[config.mk]
export PLATFORM = sky130hd
export DESIGN_NAME = timer_irq_flat
export DESIGN_NICKNAME = d
export VERILOG_FILES = /design/src/rtl/timer_irq_pkg.sv /design/src/rtl/timer_irq_if.sv /design/src/rtl/timer_irq_prio_enc.sv /design/src/rtl/timer_irq.sv /design/src/flat_wrapper.sv
export SDC_FILE = /design/constraint.sdc
export NUM_CORES = 1
export LEC_CHECK = 0
export CAP_MARGIN = 20
export CORE_AREA = 2 2 56 58
export CTS_CLUSTER_SIZE = 24
export DETAILED_ROUTE_END_ITERATION = 7
export DIE_AREA = 0 0 58 60
export MAX_ROUTING_LAYER = met4
export PLACE_DENSITY = 0.77
export SYNTH_ARGS = -nofsm -noshare
export SYNTH_HDL_FRONTEND = slang
export SYNTH_HIERARCHICAL = 1
export SYNTH_SLANG_ARGS = --single-unit
[constraint.sdc]
create_clock -name clock -period 2.35 [get_ports clock]
set_input_delay 0.235 -clock clock [delete_from_list [all_inputs] [get_ports clock]]
set_output_delay 0.235 -clock clock [all_outputs]
set_load 0.01 [all_outputs]
[src/rtl/timer_irq_pkg.sv]
// Shared definitions for the timer event collector: default sizes and the
// index-width helper used for the channel select and hit ports.
package timer_irq_pkg;

  localparam int N_DEF  = 4;
  localparam int CW_DEF = 4;

  // A single channel still needs a one-bit index port.
  function automatic int idx_w(input int n);
    return (n > 1) ? $clog2(n) : 1;
  endfunction

endpackage

[src/rtl/timer_irq_if.sv]
// Bus between the event sources/software side and the timer_irq collector.
interface timer_irq_if
  import timer_irq_pkg::*;
#(
  parameter int N  = N_DEF,
  parameter int CW = CW_DEF
);

  localparam int IW = idx_w(N);

  logic [N-1:0]  ev;
  logic          mask_put;
  logic [N-1:0]  mask_value;
  logic          ack_put;
  logic [N-1:0]  ack_value;
  logic [IW-1:0] sel;
  logic [N-1:0]  pending;
  logic          irq;
  logic [IW-1:0] hit;
  logic [CW-1:0] miss;

  modport master (
    output ev, mask_put, mask_value, ack_put, ack_value, sel,
    input  pending, irq, hit, miss
  );

  modport slave (
    input  ev, mask_put, mask_value, ack_put, ack_value, sel,
    output pending, irq, hit, miss
  );

endinterface

[src/rtl/timer_irq_prio_enc.sv]
// Combinational priority encoder: index of the lowest set bit plus an any flag.
module timer_irq_prio_enc #(
  parameter int N  = 4,
  parameter int IW = 2
) (
  input  logic [N-1:0]  vec,
  output logic [IW-1:0] idx,
  output logic          any
);

  always_comb begin
    idx = '0;
    any = |vec;
    for (int i = N - 1; i >= 0; i--) begin
      if (vec[i]) idx = IW'(i);
    end
  end

endmodule

[src/rtl/timer_irq.sv]
// Sticky, maskable event flags with a combined registered interrupt, lowest
// active source report and per-channel saturating lost-event counters.
module timer_irq
  import timer_irq_pkg::*;
#(
  parameter int N  = N_DEF,
  parameter int CW = CW_DEF
) (
  input  logic        clock,
  input  logic        reset,
  timer_irq_if.slave  bus
);

  localparam int IW = idx_w(N);

  logic [N-1:0]    ev_p0;
  logic [N-1:0]    rise;
  logic [N-1:0]    clr;
  logic [N-1:0]    pending_p1;
  logic [N-1:0]    mask_p1;
  logic [N-1:0]    active;
  logic            irq_p2;
  logic [IW-1:0]   hit_p2;
  logic [IW-1:0]   hit_enc;
  logic            hit_any;
  logic [N*CW-1:0] miss_flat;

  function automatic logic [CW-1:0] sat_inc(input logic [CW-1:0] v);
    return (v == {CW{1'b1}}) ? v : v + CW'(1);
  endfunction

  // Stage 0: edge detect against the previous sample of ev. The sample also
  // loads during reset so lines held high through reset give no edge.
  always_ff @(posedge clock) begin
    ev_p0 <= bus.ev;
  end

  always_comb begin
    rise   = bus.ev & ~ev_p0;
    clr    = bus.ack_put ? bus.ack_value : '0;
    active = pending_p1 & mask_p1;
  end

  // Stage 1: sticky flags (a new edge beats a same-cycle ack) and mask.
  always_ff @(posedge clock) begin
    if (reset) begin
      pending_p1 <= '0;
      mask_p1    <= '0;
    end else begin
      pending_p1 <= (pending_p1 & ~clr) | rise;
      if (bus.mask_put) mask_p1 <= bus.mask_value;
    end
  end

  for (genvar g = 0; g < N; g++) begin : g_miss
    logic [CW-1:0] cnt;

    always_ff @(posedge clock) begin
      if (reset) begin
        cnt <= '0;
      end else if (clr[g]) begin
        cnt <= '0;
      end else if (rise[g] && pending_p1[g]) begin
        cnt <= sat_inc(cnt);
      end
    end

    assign miss_flat[g*CW +: CW] = cnt;
  end

  timer_irq_prio_enc #(
    .N  (N),
    .IW (IW)
  ) u_prio (
    .vec (active),
    .idx (hit_enc),
    .any (hit_any)
  );

  // Stage 2: registered request; hit keeps the last winner while idle.
  always_ff @(posedge clock) begin
    if (reset) begin
      irq_p2 <= 1'b0;
      hit_p2 <= '0;
    end else begin
      irq_p2 <= hit_any;
      if (hit_any) hit_p2 <= hit_enc;
    end
  end

  // Unmatched select codes (sel >= N) fall through to zero.
  always_comb begin
    bus.miss = '0;
    for (int i = 0; i < N; i++) begin
      if (bus.sel == IW'(i)) bus.miss = miss_flat[i*CW +: CW];
    end
  end

  assign bus.pending = pending_p1;
  assign bus.irq     = irq_p2;
  assign bus.hit     = hit_p2;

endmodule

[src/flat_wrapper.sv]
// flat-port wrapper written by rule: the top's interface ports become plain ports
module timer_irq_flat import timer_irq_pkg::*;
#(
  parameter int N  = N_DEF,
  parameter int CW = CW_DEF
)
  (clock, reset, bus_ev, bus_mask_put, bus_mask_value, bus_ack_put, bus_ack_value, bus_sel, bus_pending, bus_irq, bus_hit, bus_miss);
  timer_irq_if #(.N(N), .CW(CW)) bus_i ();
  input  logic clock;
  input  logic reset;
  input wire logic [$bits(bus_i.ev)-1:0] bus_ev;
  input wire logic [$bits(bus_i.mask_put)-1:0] bus_mask_put;
  input wire logic [$bits(bus_i.mask_value)-1:0] bus_mask_value;
  input wire logic [$bits(bus_i.ack_put)-1:0] bus_ack_put;
  input wire logic [$bits(bus_i.ack_value)-1:0] bus_ack_value;
  input wire logic [$bits(bus_i.sel)-1:0] bus_sel;
  output wire logic [$bits(bus_i.pending)-1:0] bus_pending;
  output wire logic [$bits(bus_i.irq)-1:0] bus_irq;
  output wire logic [$bits(bus_i.hit)-1:0] bus_hit;
  output wire logic [$bits(bus_i.miss)-1:0] bus_miss;
  assign bus_i.ev = bus_ev;
  assign bus_i.mask_put = bus_mask_put;
  assign bus_i.mask_value = bus_mask_value;
  assign bus_i.ack_put = bus_ack_put;
  assign bus_i.ack_value = bus_ack_value;
  assign bus_i.sel = bus_sel;
  assign bus_pending = bus_i.pending;
  assign bus_irq = bus_i.irq;
  assign bus_hit = bus_i.hit;
  assign bus_miss = bus_i.miss;
  timer_irq #(.N(N), .CW(CW)) u_core (.clock(clock), .reset(reset), .bus(bus_i));
endmodule
-- After elaboration in Yosys (flattened, before gate mapping)
Cells that the tools add are included.
- add/sub/neg operators: 4
- $mul: 0
- div/mod/pow operators: 0
- order comparisons: 0
- equal/unequal tests: 7
- shifts and indexed selects: 0
- muxes and demuxes: 9
- bitwise logic cells: 10
- reduce and logical (&&, ||, !) cells: 14
- operators with widths (kind ; count):
    4-bit 2-to-1 mux ; 5
    4-bit by 1-bit adder with 4-bit output, second input constant ; 4
    4-bit equality test, second input constant ; 4
    4-bit AND ; 3
    2-bit 2-to-1 mux ; 4
    4-bit NOT ; 2
    2-bit AND reduction ; 4
    2-bit OR reduction ; 4
    2-bit equality test, second input constant ; 2
    1-bit logical AND ; 4
    1-bit NOT ; 4
    4-bit OR ; 1
    4-bit OR reduction ; 1
    2-bit by 1-bit equality test with 1-bit output, second input constant ; 1
    2-bit zero test ; 1
- register bits: 31
- bits in latches: 0
- RAM bits: 0
- memory bits (read-only): 0
- input bits: 18
- output and inout bits: 11
- memories kept: 0

-- Logic depth before layout (Yosys ltp)
- word-level depth: 5
- mapped depth: 5
- gate-level depth less buffers: 5

-- Cells and area by module
Netlist, hierarchy kept.
- by module, submodules not included (module ; times used ; cells an instance ; area each (um^2)):
    timer_irq ; 1 ; 136 ; 1430.1
    timer_irq_prio_enc ; 1 ; 7 ; 35.0

-- Least setup slack after synthesis
OpenSTA, ideal clock, no wires.
- path kind: reg2reg
- start point: register u_core.g_miss[3].cnt[0]
- end point: register u_core.g_miss[3].cnt[0]
- library setup time: 0.070 ns
- arrival: 1.139 ns
- required time: 2.280 ns
- slack: 1.142 ns
- stages on the path, launching flop included: 5
- path buffers: 0
- period minus slack after synthesis: 1.208 ns
- cells stage by stage: dfxtp_1 -> ha_1 -> and3_1 -> or3_1 -> a21oi_1
- longest elaborated chain between the ends: 3
- ends and longest elaborated chain (what ; line ; source):
    start, declared ; timer_irq.sv:56 ; logic [CW-1:0] cnt;
    start signal, assigned ; timer_irq.sv:64 ; cnt <= sat_inc(cnt);
    branches (longest 3 deep; another with 4-bit by 1-bit adder with 4-bit output) ; - ;
Parallel ways; which one is timed is not known.
A chain may end at the register's enable or synchronous reset.

-- Worst setup path in the final report
- start point: input bus_sel[0]
- end point: output bus_miss[1]
- longest elaborated chain between the ends: 5
- ends and longest elaborated chain (what ; line ; source):
    start, declared ; flat_wrapper.sv:16 ; input wire logic [$bits(bus_i.sel)-1:0] bus_sel;
    2-bit zero test ; timer_irq.sv:95 ; if (bus.sel == IW'(i)) bus.miss = miss_flat[i*CW +: CW];
    4-bit 2-to-1 mux (3 in series) ; timer_irq.sv:95 ;
    4-bit 2-to-1 mux (*) ; timer_irq.sv:95 ;
    end, declared ; flat_wrapper.sv:20 ; output wire logic [$bits(bus_i.miss)-1:0] bus_miss;
Mark *: on every way between the ends. The rest lies on a longest branch, timed or not.

==> flow_metrics.tcl <==
set metrics [dict create \
    htree_levels 2 \
    synthCells 143 \
    synth_compound_area_share_pct 21.8 \
    p_total_uw 936 \
    status "complete, no violations" \
    drcViolationCount 0 \
    power_density_nw_per_um2 516 \
    fmax_mhz 474 \
    finalSetupViolCount 0 \
    reg2regPathDepth 4 \
    fin_nets 197 \
    syn_to_final_growth_pct 23.9 \
    cp.required_ns 2.12 \
    die_area_um2 3480 \
    routed_wl_um 3130 \
    fin_tns_setup_ns 0 \
    synth_top_family_by_area "compound AO/OA/AOI/OAI gates" \
    slew_headroom_pct 73.5 \
    drv_slew 0 \
    cts_root_buffer "clkbuf_4" \
    grt_pass1_vias 1225 \
    cts_hold_buf 0 \
    crit_family "buffers and inverters" \
    end_kind "primary output" \
    hold_viol 0 \
    yosysUniqueCellTypes 26 \
    synth_nets 165 \
    insertion_delay_ns 0.33 \
    firstDrtPassIters 4 \
    drive_gt1_share_pct 10.9 \
    ys_seq_area_share_pct 42.4 \
    maxCapViolCount 0 \
    fin_crit_ns 2.11 \
    worstHoldStart "bus_ev[0]" \
    synthAdderAreaFrac_pct 3.42 \
    synth.avg_cell_area_um2 10.2 \
    skew_ns 0.00566 \
    syn_area_um2 1470 \
    worst_setup_path_start_kind "primary input" \
    gp_congestion 0.712 \
    cts_sinks 31 \
    ir_drop_v 0.000467 \
    final.fill_count 231 \
    hold_end "u_core/ev_p0[0]" \
    rsz0062_at_grt "no" \
    critPathKind "primary input to primary output" \
    overflow 0 \
    crit_chain "clkdlybuf4s50_1, mux4_2, clkdlybuf4s50_1" \
    clock_path_buffers 2 \
    grt_pass1_wl_um 5060 \
    ios 29 \
    arrival_ns 1.88 \
    cp_slowest_stage_delay_ns 0.61 \
    r2r_end "u_core/g_miss[2].cnt[0]" \
    tritoncts "yes" \
    vias_per_cell 5.98 \
    cp.buffers_inverters 2 \
    grt_max_degree 20 \
    synth_mux_area_share_pct 10.2 \
    hold_depth 1 \
    wl_per_cell_um 15.1 \
    min_path_type "primary input to flop" \
    core-area_um2 2900 \
    cp_max_fo 4 \
    synth_xor_area_share_pct 0 \
    die_w_um 58 \
    drtIter0Drc 63 \
    dp_hpwl_um 2410 \
    die_h_um 60 \
    worst_path_max_delay_cell "clkdlybuf4s50_1" \
    portBuffers 28 \
    start_util_pct 50.5 \
    period_share_pct 89.8 \
    cts_setup_buffers 0 \
    worstMarginPinSlew_ns 0.398 \
    vias 1238 \
    ff2ff_setup_slack_ns 0.99 \
    ant_nets 0 \
    n_antenna_cell 0 \
    gr-usage-all-layers_pct 20.2 \
    leakagePower_nw 0.718 \
    cts_buffers 5 \
    cp_common_cell "clkdlybuf4s50_1" \
    cts_resized 0 \
    yosys_warnings 6 \
    synthSimpleGateAreaFrac_pct 19.6 \
    rows 20 \
    ys_ff_latch 31 \
    antenna_found_initial 0 \
    clkTransAtPathRegs_ns 0.08 \
    r2r-start "u_core/g_miss[2].cnt[0]" \
]
-- kinds of logic after synthesis --
| family | Yosys count |
|---|---|
| fa+ha+maj | 4 |
| compound gates | 45 |
| simple gates | 44 |
| buf+inv | 9 |
| mux | 10 |
| flops | 31 |
-- power by group --
part / switching, mW / total (mW) / internal (mW)
registers: 0.0132 / 0.554 / 0.541
logic: 0.0480 / 0.111 / 0.0626
clock network: 0.166 / 0.272 / 0.106
-- flip-flops by register name (all words and copies together) (netlist names) --
register            count
u_core/g_miss.cnt      16
u_core/bus.pending      4
u_core/bus.irq          1
u_core/ev_p0            4
u_core/mask_p1          4
u_core/bus.hit          2
-- final cells by class --
cell class | instances | area [um2] | share of cell area [%]
flip-flops and latches | 31 | 621 | 34.2
well taps | 33 | 41.3 | 2.27
multi-input cells | 103 | 806 | 44.4
repair buffers | 29 | 288 | 15.9
clock buffers | 6 | 41.3 | 2.27
inverters | 5 | 18.8 | 1.03
-- cell usage in the layout (no fill, tap or decap), types with 5 or more instances in the layout --
cell / netlist / routed
nor2_1: 8 / 8
a21oi_1: 8 / 8
mux2i_1: 6 / 6
clkbuf_4: 0 / 5
inv_1: 5 / 5
clkdlybuf4s50_1: 0 / 28
dfxtp_1: 31 / 31
o21ai_0: 8 / 8
o41ai_1: 8 / 8
o311ai_0: 8 / 8
nand2_1: 9 / 9
nand2b_1: 5 / 5
-- synth_stat cells, drive strengths merged --
| master | instances | share of area (%) |
|---|---|---|
| a21oi | 9 | 3.3 |
| o41ai | 8 | 4.8 |
| or3 | 4 | 1.7 |
| nand2b | 5 | 2.1 |
| mux4 | 4 | 6.1 |
| nand3b | 4 | 5.5 |
| and2 | 4 | 2.0 |
| nand2 | 9 | 2.3 |
| dfxtp | 31 | 42 |
| and3 | 4 | 1.7 |
| nor2b | 1 | 0.43 |
| o31ai | 4 | 2.0 |
| ha | 4 | 3.4 |
| nor2 | 8 | 2.0 |
| o211ai | 4 | 2.0 |
| nand3 | 4 | 1.4 |
| nor3 | 1 | 0.34 |
| inv | 5 | 1.3 |
| buf | 2 | 0.85 |
| o21ai | 8 | 2.7 |
| clkbuf | 2 | 0.51 |
| mux2i | 6 | 4.1 |
| a21o | 4 | 2.0 |
| o311ai | 8 | 4.8 |
-- metrics by stage --
| step | utilization, % | worst slack (ns) | cell area [um2] | std cells | hold WS (ns) |
|---|---|---|---|---|---|
| finish | 62.5 | 0.239 | 1820 | 207 | 0.461 |
| global route | 62.5 | 0.176 | 1820 | 207 | 0.455 |
| CTS | 62.5 | 0.220 | 1820 | 207 | 0.455 |
| detailed placement | 61.1 | 0.225 | 1770 | 201 | 0.483 |
| global placement | 61.1 | 0.267 | 1770 | 201 | 0.470 |
| floorplan | - | 1.14 | 1470 | 143 | 0.263 |
-- worst max-delay path by stage --
stage          slack (ns)  cells after the start                 endpoint                    start
2_1_floorplan        1.14                      4  u_core/g_miss[3].cnt[0]  u_core/g_miss[3].cnt[0]
5_1_grt              0.18                      3              bus_miss[1]               bus_sel[0]
6_report             0.24                      3              bus_miss[1]               bus_sel[0]
4_1_cts              0.22                      3              bus_miss[1]               bus_sel[0]
3_5_place_dp         0.22                      3              bus_miss[1]               bus_sel[0]
3_3_place_gp         0.27                      3              bus_miss[3]               bus_sel[0]
-- metal layers --
layer  global-route usage [%]  wire, um  share of wire (%)  vias up
met5                        -         0                  0        -
met4                     10.3        19               0.61        0
met3                     7.36       178                5.7        4
met2                     34.1      1670                 53       28
met1                     20.6      1260                 40      591
li1                         -         -                  -      615
(Power assumes the default switching activity.)
